## src/rtl/can_pkg.sv

```systemverilog
// Shared types and bit-length constants for the CAN error/overload frame sequencer.
package can_pkg;

  typedef enum logic [1:0] {
    S_IDLE     = 2'd0,
    S_FLAG     = 2'd1,
    S_WAIT_REC = 2'd2,
    S_DELIM    = 2'd3
  } state_e;

  typedef enum logic {
    FT_ERR = 1'b0,
    FT_OVL = 1'b1
  } frame_type_e;

  localparam int CNT_W = 4;

  localparam logic [CNT_W-1:0] FLAG_LEN         = 4'd6;
  localparam logic [CNT_W-1:0] DELIM_LEN        = 4'd8;
  localparam logic [CNT_W-1:0] EXTRA_DOM_FIRST  = 4'd14;
  localparam logic [CNT_W-1:0] EXTRA_DOM_STEP   = 4'd8;

  // After the first 14-bit pulse the counter restarts here so the next pulse lands 8 bits later.
  localparam logic [CNT_W-1:0] EXTRA_DOM_RELOAD = EXTRA_DOM_FIRST - EXTRA_DOM_STEP;
  // Last delimiter bit: a dominant sample here is an overload condition, not a form error.
  localparam logic [CNT_W-1:0] DELIM_LAST       = DELIM_LEN - 4'd1;

endpackage

```

## src/rtl/can_err_frame_seq_if.sv

```systemverilog
// Bit-level bus between the protocol FSM and the error/overload frame sequencer.
interface can_err_frame_seq_if;

  logic sample_point_i;
  logic sampled_bit_i;
  logic start_error_i;
  logic start_overload_i;
  logic error_passive_i;
  logic overload_req_i;
  logic reset_mode_i;

  logic tx_dominant_o;
  logic error_frame_ended_o;
  logic overload_frame_ended_o;
  logic overload_request_o;
  logic overload_cond_o;
  logic form_err_o;
  logic extra_dom_o;

  modport master (
    output sample_point_i, sampled_bit_i, start_error_i, start_overload_i,
           error_passive_i, overload_req_i, reset_mode_i,
    input  tx_dominant_o, error_frame_ended_o, overload_frame_ended_o,
           overload_request_o, overload_cond_o, form_err_o, extra_dom_o
  );

  modport slave (
    input  sample_point_i, sampled_bit_i, start_error_i, start_overload_i,
           error_passive_i, overload_req_i, reset_mode_i,
    output tx_dominant_o, error_frame_ended_o, overload_frame_ended_o,
           overload_request_o, overload_cond_o, form_err_o, extra_dom_o
  );

endinterface

```

## src/rtl/can_consec_bit_cnt.sv

```systemverilog
// Saturating bit counter with clear and load; clear beats load beats increment.
module can_consec_bit_cnt #(
  parameter int               WIDTH   = 4,
  parameter logic [WIDTH-1:0] SAT_VAL = '1
) (
  input  logic             clk_i,
  input  logic             rst_i,
  input  logic             clr_i,
  input  logic             load_i,
  input  logic [WIDTH-1:0] load_val_i,
  input  logic             inc_i,
  output logic [WIDTH-1:0] cnt_o
);

  logic [WIDTH-1:0] cnt_q;

  // Count register; holds at SAT_VAL instead of wrapping.
  always_ff @(posedge clk_i or posedge rst_i) begin
    if (rst_i) begin
      cnt_q <= '0;
    end else if (clr_i) begin
      cnt_q <= '0;
    end else if (load_i) begin
      cnt_q <= load_val_i;
    end else if (inc_i && (cnt_q != SAT_VAL)) begin
      cnt_q <= cnt_q + 1'b1;
    end
  end

  assign cnt_o = cnt_q;

endmodule

```

## src/rtl/can_err_frame_seq.sv

```systemverilog
// Error / overload frame sequencer: flag, wait for recessive, delimiter, overload bookkeeping.
//
//  state      | meaning
//  -----------+------------------------------------------------------------
//  S_IDLE     | no frame in progress, overload request may be granted
//  S_FLAG     | sending (active) or observing (passive) the 6-bit flag
//  S_WAIT_REC | flag done, counting dominant bits until the first recessive
//  S_DELIM    | counting the 8 recessive delimiter bits
module can_err_frame_seq
  import can_pkg::*;
#(
  parameter int MAX_OVL_FRAMES = 2
) (
  input  logic              clk_i,
  input  logic              rst_i,
  can_err_frame_seq_if.slave bus
);

  localparam int OVL_W = (MAX_OVL_FRAMES < 1) ? 1 : $clog2(MAX_OVL_FRAMES + 1);
  localparam logic [OVL_W-1:0] OVL_MAX = OVL_W'(MAX_OVL_FRAMES);

  logic sp, bit_rx;
  assign sp     = bus.sample_point_i;
  assign bit_rx = bus.sampled_bit_i;

  state_e             state_q, state_d;
  frame_type_e        type_q, type_d;
  logic               passive_q, passive_d;
  logic               last_bit_q, last_bit_d;
  logic [OVL_W-1:0]   ovl_cnt_q, ovl_cnt_d;
  logic               ovl_req_q, ovl_req_d;

  logic tx_dom_q, err_end_q, ovl_end_q, ovl_cond_q, form_err_q, extra_dom_q;
  logic err_end_d, ovl_end_d, ovl_cond_d, form_err_d, extra_dom_d;

  logic             flg_clr, flg_load, flg_inc;
  logic             dom_clr, dom_load, dom_inc;
  logic             dlm_clr, dlm_load, dlm_inc;
  logic [CNT_W-1:0] flg_cnt, dom_cnt, dlm_cnt;
  logic [CNT_W-1:0] flg_nxt, dom_nxt, dlm_nxt, flg_new;

  assign flg_nxt = flg_cnt + 1'b1;
  assign dom_nxt = dom_cnt + 1'b1;
  assign dlm_nxt = dlm_cnt + 1'b1;

  can_consec_bit_cnt #(.WIDTH(CNT_W), .SAT_VAL(FLAG_LEN)) u_flg_cnt (
    .clk_i      (clk_i),
    .rst_i      (rst_i),
    .clr_i      (flg_clr),
    .load_i     (flg_load),
    .load_val_i (4'd1),
    .inc_i      (flg_inc),
    .cnt_o      (flg_cnt)
  );

  can_consec_bit_cnt #(.WIDTH(CNT_W), .SAT_VAL(EXTRA_DOM_FIRST)) u_dom_cnt (
    .clk_i      (clk_i),
    .rst_i      (rst_i),
    .clr_i      (dom_clr),
    .load_i     (dom_load),
    .load_val_i (EXTRA_DOM_RELOAD),
    .inc_i      (dom_inc),
    .cnt_o      (dom_cnt)
  );

  can_consec_bit_cnt #(.WIDTH(CNT_W), .SAT_VAL(DELIM_LEN)) u_dlm_cnt (
    .clk_i      (clk_i),
    .rst_i      (rst_i),
    .clr_i      (dlm_clr),
    .load_i     (dlm_load),
    .load_val_i (4'd1),
    .inc_i      (dlm_inc),
    .cnt_o      (dlm_cnt)
  );

  // Next state, counter controls, output pulses and overload bookkeeping.
  always_comb begin
    state_d     = state_q;
    type_d      = type_q;
    passive_d   = passive_q;
    last_bit_d  = last_bit_q;
    ovl_cnt_d   = ovl_cnt_q;
    ovl_req_d   = ovl_req_q;
    flg_clr     = 1'b0;
    flg_load    = 1'b0;
    flg_inc     = 1'b0;
    flg_new     = flg_cnt;
    dom_clr     = 1'b0;
    dom_load    = 1'b0;
    dom_inc     = 1'b0;
    dlm_clr     = 1'b0;
    dlm_load    = 1'b0;
    dlm_inc     = 1'b0;
    err_end_d   = 1'b0;
    ovl_end_d   = 1'b0;
    ovl_cond_d  = 1'b0;
    form_err_d  = 1'b0;
    extra_dom_d = 1'b0;

    unique case (state_q)
      S_IDLE: begin
        if (bus.start_overload_i) begin
          state_d   = S_FLAG;
          type_d    = FT_OVL;
          passive_d = 1'b0;
          flg_clr   = 1'b1;
        end
      end
      S_FLAG: begin
        if (sp) begin
          last_bit_d = bit_rx;
          // Active flags just count bits; a passive flag needs 6 equal bits in a row.
          if (!passive_q || (flg_cnt == '0) || (bit_rx == last_bit_q)) begin
            flg_inc = 1'b1;
            flg_new = flg_nxt;
          end else begin
            flg_load = 1'b1;
            flg_new  = 4'd1;
          end
          if (flg_new == FLAG_LEN) begin
            state_d = S_WAIT_REC;
            flg_clr = 1'b1;
          end
        end
      end
      S_WAIT_REC: begin
        if (sp) begin
          if (!bit_rx) begin
            if (dom_nxt == EXTRA_DOM_FIRST) begin
              extra_dom_d = 1'b1;
              dom_load    = 1'b1;
            end else begin
              dom_inc = 1'b1;
            end
          end else begin
            state_d  = S_DELIM;
            dom_clr  = 1'b1;
            dlm_load = 1'b1;
          end
        end
      end
      S_DELIM: begin
        if (sp) begin
          if (bit_rx) begin
            if (dlm_nxt == DELIM_LEN) begin
              err_end_d = (type_q == FT_ERR);
              ovl_end_d = (type_q == FT_OVL);
              state_d   = S_IDLE;
              dlm_clr   = 1'b1;
            end else begin
              dlm_inc = 1'b1;
            end
          end else begin
            ovl_cond_d = (dlm_cnt == DELIM_LAST);
            form_err_d = (dlm_cnt != DELIM_LAST);
            state_d    = S_IDLE;
            dlm_clr    = 1'b1;
          end
        end
      end
      default: state_d = S_IDLE;
    endcase

    // A new error always restarts the flag, whatever was in progress.
    if (bus.start_error_i) begin
      state_d     = S_FLAG;
      type_d      = FT_ERR;
      passive_d   = bus.error_passive_i;
      flg_clr     = 1'b1;
      dom_clr     = 1'b1;
      dlm_clr     = 1'b1;
      err_end_d   = 1'b0;
      ovl_end_d   = 1'b0;
      ovl_cond_d  = 1'b0;
      form_err_d  = 1'b0;
      extra_dom_d = 1'b0;
    end

    if (bus.start_overload_i && (state_q == S_IDLE) && !bus.start_error_i &&
        (ovl_cnt_q != OVL_MAX)) begin
      ovl_cnt_d = ovl_cnt_q + 1'b1;
    end
    if (bus.start_overload_i) begin
      ovl_req_d = 1'b0;
    end else if ((state_q == S_IDLE) && bus.overload_req_i && (ovl_cnt_q < OVL_MAX)) begin
      ovl_req_d = 1'b1;
    end
    if (err_end_d || ((state_q == S_IDLE) && sp && !bus.overload_req_i)) begin
      ovl_cnt_d = '0;
    end

    if (bus.reset_mode_i) begin
      state_d     = S_IDLE;
      passive_d   = 1'b0;
      flg_clr     = 1'b1;
      dom_clr     = 1'b1;
      dlm_clr     = 1'b1;
      ovl_cnt_d   = '0;
      ovl_req_d   = 1'b0;
      err_end_d   = 1'b0;
      ovl_end_d   = 1'b0;
      ovl_cond_d  = 1'b0;
      form_err_d  = 1'b0;
      extra_dom_d = 1'b0;
    end
  end

  // State and registered outputs; tx follows the state being entered so it is never late.
  always_ff @(posedge clk_i or posedge rst_i) begin
    if (rst_i) begin
      state_q     <= S_IDLE;
      type_q      <= FT_ERR;
      passive_q   <= 1'b0;
      last_bit_q  <= 1'b0;
      ovl_cnt_q   <= '0;
      ovl_req_q   <= 1'b0;
      tx_dom_q    <= 1'b0;
      err_end_q   <= 1'b0;
      ovl_end_q   <= 1'b0;
      ovl_cond_q  <= 1'b0;
      form_err_q  <= 1'b0;
      extra_dom_q <= 1'b0;
    end else begin
      state_q     <= state_d;
      type_q      <= type_d;
      passive_q   <= passive_d;
      last_bit_q  <= last_bit_d;
      ovl_cnt_q   <= ovl_cnt_d;
      ovl_req_q   <= ovl_req_d;
      tx_dom_q    <= (state_d == S_FLAG) && !passive_d;
      err_end_q   <= err_end_d;
      ovl_end_q   <= ovl_end_d;
      ovl_cond_q  <= ovl_cond_d;
      form_err_q  <= form_err_d;
      extra_dom_q <= extra_dom_d;
    end
  end

  assign bus.tx_dominant_o          = tx_dom_q;
  assign bus.error_frame_ended_o    = err_end_q;
  assign bus.overload_frame_ended_o = ovl_end_q;
  assign bus.overload_request_o     = ovl_req_q;
  assign bus.overload_cond_o        = ovl_cond_q;
  assign bus.form_err_o             = form_err_q;
  assign bus.extra_dom_o            = extra_dom_q;

endmodule

```

## src/flat_wrapper.sv

```systemverilog
// flat-port wrapper written by rule: the top's interface ports become plain ports
module can_err_frame_seq_flat import can_pkg::*;
#(
  parameter int MAX_OVL_FRAMES = 2
)
  (clk_i, rst_i, bus_sample_point_i, bus_sampled_bit_i, bus_start_error_i, bus_start_overload_i, bus_error_passive_i, bus_overload_req_i, bus_reset_mode_i, bus_tx_dominant_o, bus_error_frame_ended_o, bus_overload_frame_ended_o, bus_overload_request_o, bus_overload_cond_o, bus_form_err_o, bus_extra_dom_o);
  can_err_frame_seq_if bus_i ();
  input  logic clk_i;
  input  logic rst_i;
  input wire logic [$bits(bus_i.sample_point_i)-1:0] bus_sample_point_i;
  input wire logic [$bits(bus_i.sampled_bit_i)-1:0] bus_sampled_bit_i;
  input wire logic [$bits(bus_i.start_error_i)-1:0] bus_start_error_i;
  input wire logic [$bits(bus_i.start_overload_i)-1:0] bus_start_overload_i;
  input wire logic [$bits(bus_i.error_passive_i)-1:0] bus_error_passive_i;
  input wire logic [$bits(bus_i.overload_req_i)-1:0] bus_overload_req_i;
  input wire logic [$bits(bus_i.reset_mode_i)-1:0] bus_reset_mode_i;
  output wire logic [$bits(bus_i.tx_dominant_o)-1:0] bus_tx_dominant_o;
  output wire logic [$bits(bus_i.error_frame_ended_o)-1:0] bus_error_frame_ended_o;
  output wire logic [$bits(bus_i.overload_frame_ended_o)-1:0] bus_overload_frame_ended_o;
  output wire logic [$bits(bus_i.overload_request_o)-1:0] bus_overload_request_o;
  output wire logic [$bits(bus_i.overload_cond_o)-1:0] bus_overload_cond_o;
  output wire logic [$bits(bus_i.form_err_o)-1:0] bus_form_err_o;
  output wire logic [$bits(bus_i.extra_dom_o)-1:0] bus_extra_dom_o;
  assign bus_i.sample_point_i = bus_sample_point_i;
  assign bus_i.sampled_bit_i = bus_sampled_bit_i;
  assign bus_i.start_error_i = bus_start_error_i;
  assign bus_i.start_overload_i = bus_start_overload_i;
  assign bus_i.error_passive_i = bus_error_passive_i;
  assign bus_i.overload_req_i = bus_overload_req_i;
  assign bus_i.reset_mode_i = bus_reset_mode_i;
  assign bus_tx_dominant_o = bus_i.tx_dominant_o;
  assign bus_error_frame_ended_o = bus_i.error_frame_ended_o;
  assign bus_overload_frame_ended_o = bus_i.overload_frame_ended_o;
  assign bus_overload_request_o = bus_i.overload_request_o;
  assign bus_overload_cond_o = bus_i.overload_cond_o;
  assign bus_form_err_o = bus_i.form_err_o;
  assign bus_extra_dom_o = bus_i.extra_dom_o;
  can_err_frame_seq #(.MAX_OVL_FRAMES(MAX_OVL_FRAMES)) u_core (.clk_i(clk_i), .rst_i(rst_i), .bus(bus_i));
endmodule
```

## config.mk

```make
export PLATFORM = sky130hd
export DESIGN_NAME = can_err_frame_seq_flat
export DESIGN_NICKNAME = d
export VERILOG_FILES = /design/src/rtl/can_pkg.sv /design/src/rtl/can_err_frame_seq_if.sv /design/src/rtl/can_consec_bit_cnt.sv /design/src/rtl/can_err_frame_seq.sv /design/src/flat_wrapper.sv
export SDC_FILE = /design/constraint.sdc
export NUM_CORES = 1
export LEC_CHECK = 0
export BUFFER_PORTS_ARGS = -buffer_cell sky130_fd_sc_hd__buf_2
export CAP_MARGIN = 10
export CELL_PAD_IN_SITES_DETAIL_PLACEMENT = 0
export CELL_PAD_IN_SITES_GLOBAL_PLACEMENT = 2
export CORE_MARGIN = 2
export CORE_UTILIZATION = 33
export CTS_BUF_LIST = sky130_fd_sc_hd__clkbuf_16
export DETAILED_ROUTE_END_ITERATION = 8
export PLACE_DENSITY_LB_ADDON = 0.1
export SLEW_MARGIN = 20
export SYNTH_ARGS = -nofsm -noshare
export SYNTH_HDL_FRONTEND = slang
export SYNTH_SLANG_ARGS = --single-unit
```

## constraint.sdc

```tcl
create_clock -name clk_i -period 1.8 [get_ports clk_i]
set_input_delay 0.18 -clock clk_i [delete_from_list [all_inputs] [get_ports clk_i]]
set_output_delay 0.18 -clock clk_i [all_outputs]
set_load 0.02 [all_outputs]
```

# Yosys cells after proc, flatten, opt, wreduce, memory -nomap -nowiden
# Index checks and enable logic that the tools add are counted.
# classes
add_sub_neg	4
muxes	95
eq_ne	14
order_cmp	1
n_reduce_logical	29
bitwise_logic	1
# ops
cell	n
2-to-1 mux 1 bit	68
2-to-1 mux 4 bit	12
2-to-1 mux 2 bit	13
nonzero test 3 bit	5
adder 4 x 1 -> 4 bit (second input constant)	3
logical AND 1 bit	11
== test 4 x 3 -> 1 bit (second input constant)	2
== test 4 bit (second input constant)	2
inequality test 4 x 3 -> 1 bit (second input constant)	2
inequality test 4 bit (second input constant)	2
case mux 2 bit (4 select lines)	1
== test 2 x 1 -> 1 bit (second input constant)	2
== test 2 bit (second input constant)	2
zero test 1 bit	4
zero test 4 bit	1
AND reduction 2 bit	2
nonzero test 2 bit	2
logical OR 1 bit	3
adder 2 x 1 -> 2 bit (second input constant)	1
zero test 2 bit	1
less-than comparator 2 bit (second input constant)	1
inequality test 2 bit (second input constant)	1
case mux 1 bit (2 select lines)	1
== test 1 bit	1
NOT 1 bit	1
# word_totals
reg_bits	26
word_cells	159

# Depth between registers and ports, before layout
# logic_depth
ltp_word	14
mapped_depth	7

# Cells and area by module
# Synthesis repeated with hierarchy kept, for this count alone.
# hier_totals
cells_unflattened	186
hier_area_um2	1696.6
# by_module_without_submodules
mod	seq_area_each_um2	cells_per_inst	area_each_um2	instances
can_err_frame_seq	350.3	98	880.8	1
can_consec_bit_cnt (u_core.u_dlm_cnt)	100.1	29	276.5	1
can_consec_bit_cnt (u_core.u_flg_cnt)	100.1	29	271.5	1
can_consec_bit_cnt (u_core.u_dom_cnt)	100.1	30	267.8	1

# Least setup slack after synthesis
# No wires, ideal clock.
# synth_timing
path_kind	register to register
start	reg u_core.u_flg_cnt.cnt_q[0], in the netlist u_core.u_flg_cnt.cnt_o[0]
end	reg u_core.u_flg_cnt.cnt_q[1], in the netlist u_core.u_flg_cnt.cnt_o[1]
required_time_ns	1.670
arrival_time_ns	1.838
path_buffers	0
path_slack_ns	-0.168
period_less_slack_ns	1.968
path_stages_with_launch	8
cell_sequence	dfrtp_1 inv_1 ha_1 inv_1 o311a_1 or4_4 o311ai_4 nor2_1
# synth_via
elab_chain_len	13
# synth_lines
item	line	source
start: declaration	can_consec_bit_cnt.sv:15	logic [WIDTH-1:0] cnt_q;
start signal: assignment	can_consec_bit_cnt.sv:24	cnt_q <= load_val_i;
start signal: assignment	can_consec_bit_cnt.sv:26	cnt_q <= cnt_q + 1'b1;
parallel branches: the longest is 13 deep, another holds adder 4 x 1 -> 4 bit	n/a	
# Parallel ways; which one is timed is not known. The select of a mux whose other input is x is not followed.
# A chain may end at the register's enable or synchronous reset.

# Worst setup path after layout
# layout_timing
start	reg u_core.u_flg_cnt.cnt_q[0], in the netlist u_core.u_flg_cnt.cnt_o[0]
end	reg u_core.u_flg_cnt.cnt_q[2], in the netlist u_core.u_flg_cnt.cnt_o[2]
# Same word-level chain as after synthesis.

==> metrics.yaml <==
outcome: "finished, violations left"
violations: "negative setup slack"
irDropWorstVdd_v: 0.000310
arrival_ns: 2.14
dpl.cell_count: 275
grt_pass1_vias: 1451
crit_required_ns: 1.93
clockBufferDepth: 2
die_area_um2: 5540
pre_cts_ws_ns: -0.198
fin_skew_ns: 0.00152
crit_type: "reg -> reg"
area_growth_syn_to_layout_pct: 29.8
syn-cell-area_um2: 1640
async_flop_share: 1.00
fmax_mhz: 498
fp.dieH_um: 74.5
power.density_nw_per_um2: 591
timing.slew.headroom: 0.664
path_clk_slew_ns: 0.06
drc_errors: 0
antenna_cells: 0
cts.sinks: 26
io_pins: 16
grt_setup_unrepaired: "yes"
antenna_found_initial: 0
synth_area_leaders: "dfrtp_1 (40%), ha_1 (6.9%), nor2_1 (4.8%)"
yosys_warnings: 0
fin_crit_ns: 2.01
io_buffers: 15
synthCells: 178
via_per_inst: 5.03
drv_slew: 0
firstDrtPassIters: 4
wl_per_cell_um: 13.9
grt_pass1_wl_um: 6770
routed_wl_um: 3980
synth_mux_area_frac: 0.0199
ys_top_cells_by_count: "dfrtp_1 (26), nor2_1 (21), inv_1 (15), a21oi_1 (12), ha_1 (9)"
worstSetupEndpointType: "register"
worst_pin_slew_ns: 0.503
vias: 1444
dp_hpwl_um: 2940
hp-start: "bus_start_overload_i"
synth_xor_area_frac: 0.0428
root_buffer: "clkbuf_16"
path_buf_inv: 2
grt_max_degree: 27
yosys.area_share.adder: 0.0688
min_period_over_period: 1.11
finalSetupViolCount: 7
timing.hold.worst.class: "in -> reg"
crit_chain: "inv_2 > ha_1 > inv_1 > o311a_1 > or4_4 > o311ai_4 > a211oi_1"
synth_ff_type: "dfrtp_1"
synthMostInstantiatedCell: "dfrtp_1"
maxCapViolCount: 0
ys_seq_area_frac: 0.397
r2r_start: "u_core.u_flg_cnt.cnt_o[0]"
yosysTopAreaCell: "dfrtp_1"
start_kind: "register"
syn_nets: 196
cts_tree: "done"
finalHoldWorstSlack_ns: 0.115
path_delay_family: "compound AO/OA/AOI/OAI gates"
clk_latency_ns: 0.26
core_area_um2: 4750
postRouteAntennaNets: 0
synth_top_family_by_area: "simple AND/OR/NAND/NOR gates"
p_leak_nw: 0.943
routabilityCongestion: 0.844
overflow: 0
ys_ff_latch: 26
synth_edf_count: 0
crit_fanout: 4
num_rows: 25
synth-simple-area-share: 0.235
final_nets: 239
track_usage: 0.160
drive_gt1_frac: 0.305
netlist.area_leader.share: 0.397
drtIter0Drc: 64
instances_no_fill: 287
crit_start: "u_core.u_flg_cnt.cnt_o[0]"
cts_max_level: 1
start_util: 0.344
max_stage_delay_ns: 0.53
cpMaxStageDelayCell: "or4_4"
cts_buffers: 3
avgSynthCellArea_um2: 9.20
finalWorstSetupSlack_ns: -0.207
die_x_um: 74.5
synth_cell_type_count: 45
hold_viol: 0
synth_compound_area_frac: 0.183
-- area by class of cell --
cell class | instances | area (µm²)
Fill cell | 496 | 2630
Sequential cell | 26 | 654
Multi-Input combinational cell | 130 | 950
Timing Repair Buffer | 45 | 303
Clock inverter | 1 | 3.75
Inverter | 15 | 56.3
Clock buffer | 3 | 75.1
Tap cell | 67 | 83.8
-- final timing paths --
kind / end / slack, ns / cells past startpoint
min in group asynchronous: u_core.last_bit_q / 0.53 / 4
worst min-delay path: u_core.bus.overload_request_o / 0.12 / 2
worst min register to register: u_core.bus.error_frame_ended_o / 0.51 / 1
worst max register to register: u_core.u_flg_cnt.cnt_o[2] / -0.21 / 7
max in group asynchronous: u_core.u_dlm_cnt.cnt_o[1] / 0.99 / 4
worst max-delay path: u_core.u_flg_cnt.cnt_o[2] / -0.21 / 7
-- routing by layer --
| layer | routed length, µm | track usage | vias up |
|---|---|---|---|
| met1 | 1890 | 0.212 | 697 |
| li1 | - | - | 721 |
| met5 | 0 | 0 | - |
| met2 | 1930 | 0.267 | 21 |
| met4 | 55 | 0.0556 | 0 |
| met3 | 97 | 0.0203 | 5 |
-- flip-flops by register name (all words and copies together), names as in the netlist --
name and cells:
u_core.bus.error_frame_ended_o 1, u_core.state_q 2, u_core.bus.overload_request_o 1, u_core.last_bit_q 1, u_core.u_flg_cnt.cnt_o 4, u_core.bus.extra_dom_o 1, u_core.passive_q 1, u_core.type_q 1
u_core.bus.overload_cond_o 1, u_core.bus.overload_frame_ended_o 1, u_core.bus.form_err_o 1, u_core.ovl_cnt_q 2, u_core.u_dlm_cnt.cnt_o 4, u_core.bus.tx_dominant_o 1, u_core.u_dom_cnt.cnt_o 4
-- layout by cell type, fill, tap and decap left out, types with 3 or more instances in the layout --
cell,Yosys,final
nand2_1,8,8
ha_1,9,7
and3_1,4,4
xor2_1,3,3
a211oi_1,4,4
nor4b_1,3,3
dfrtp_2,0,3
nand3b_1,3,3
nor2_1,21,20
buf_4,0,29
and3b_1,3,3
o21ai_0,4,3
a21oi_1,12,12
buf_2,3,15
nand3_1,8,8
clkbuf_16,0,3
xnor2_1,5,5
inv_1,15,13
nor3_1,4,4
nor4_1,3,3
nor2b_1,5,5
dfrtp_1,26,23
-- what timing repair did --
item                       4_1_cts  5_1_grt
pin swaps                        1        0
hold endpoints to repair        26        0
buffers inserted                 2        5
setup endpoints to repair        7       13
hold buffers                     1        0
resized for setup                1       12
-- per-stage QoR --
| stage | utilization | setup TNS, ns | power [mW] | area (µm²) |
|---|---|---|---|---|
| global route | 0.447 | -1.91 | 1.33 | 2130 |
| finish | 0.447 | -1.23 | 1.26 | 2130 |
| detailed placement | 0.406 | -0.990 | 0.760 | 1930 |
| floorplan | - | -0.669 | 0.709 | 1640 |
| CTS | 0.428 | -0.987 | 1.28 | 2040 |
| global placement | 0.406 | -0.630 | 0.758 | 1930 |
-- kinds of logic after synthesis --
kind of cell	count (synthesis)
muxes	3
adders and majority gates	9
and+or+nand+nor	70
DFF	26
AOI/OAI and AO/OA	40
buffers and inverters	22
xor gates and xnor gates	8
-- report_power, final --
group / switching (mW) / internal (mW) / total, mW
Sequential: 0.0155 / 0.599 / 0.614
Clock: 0.202 / 0.298 / 0.500
Combinational: 0.0854 / 0.0571 / 0.142
Total: 0.303 / 0.953 / 1.26
Note: power is estimated with default switching activity, not from simulation.
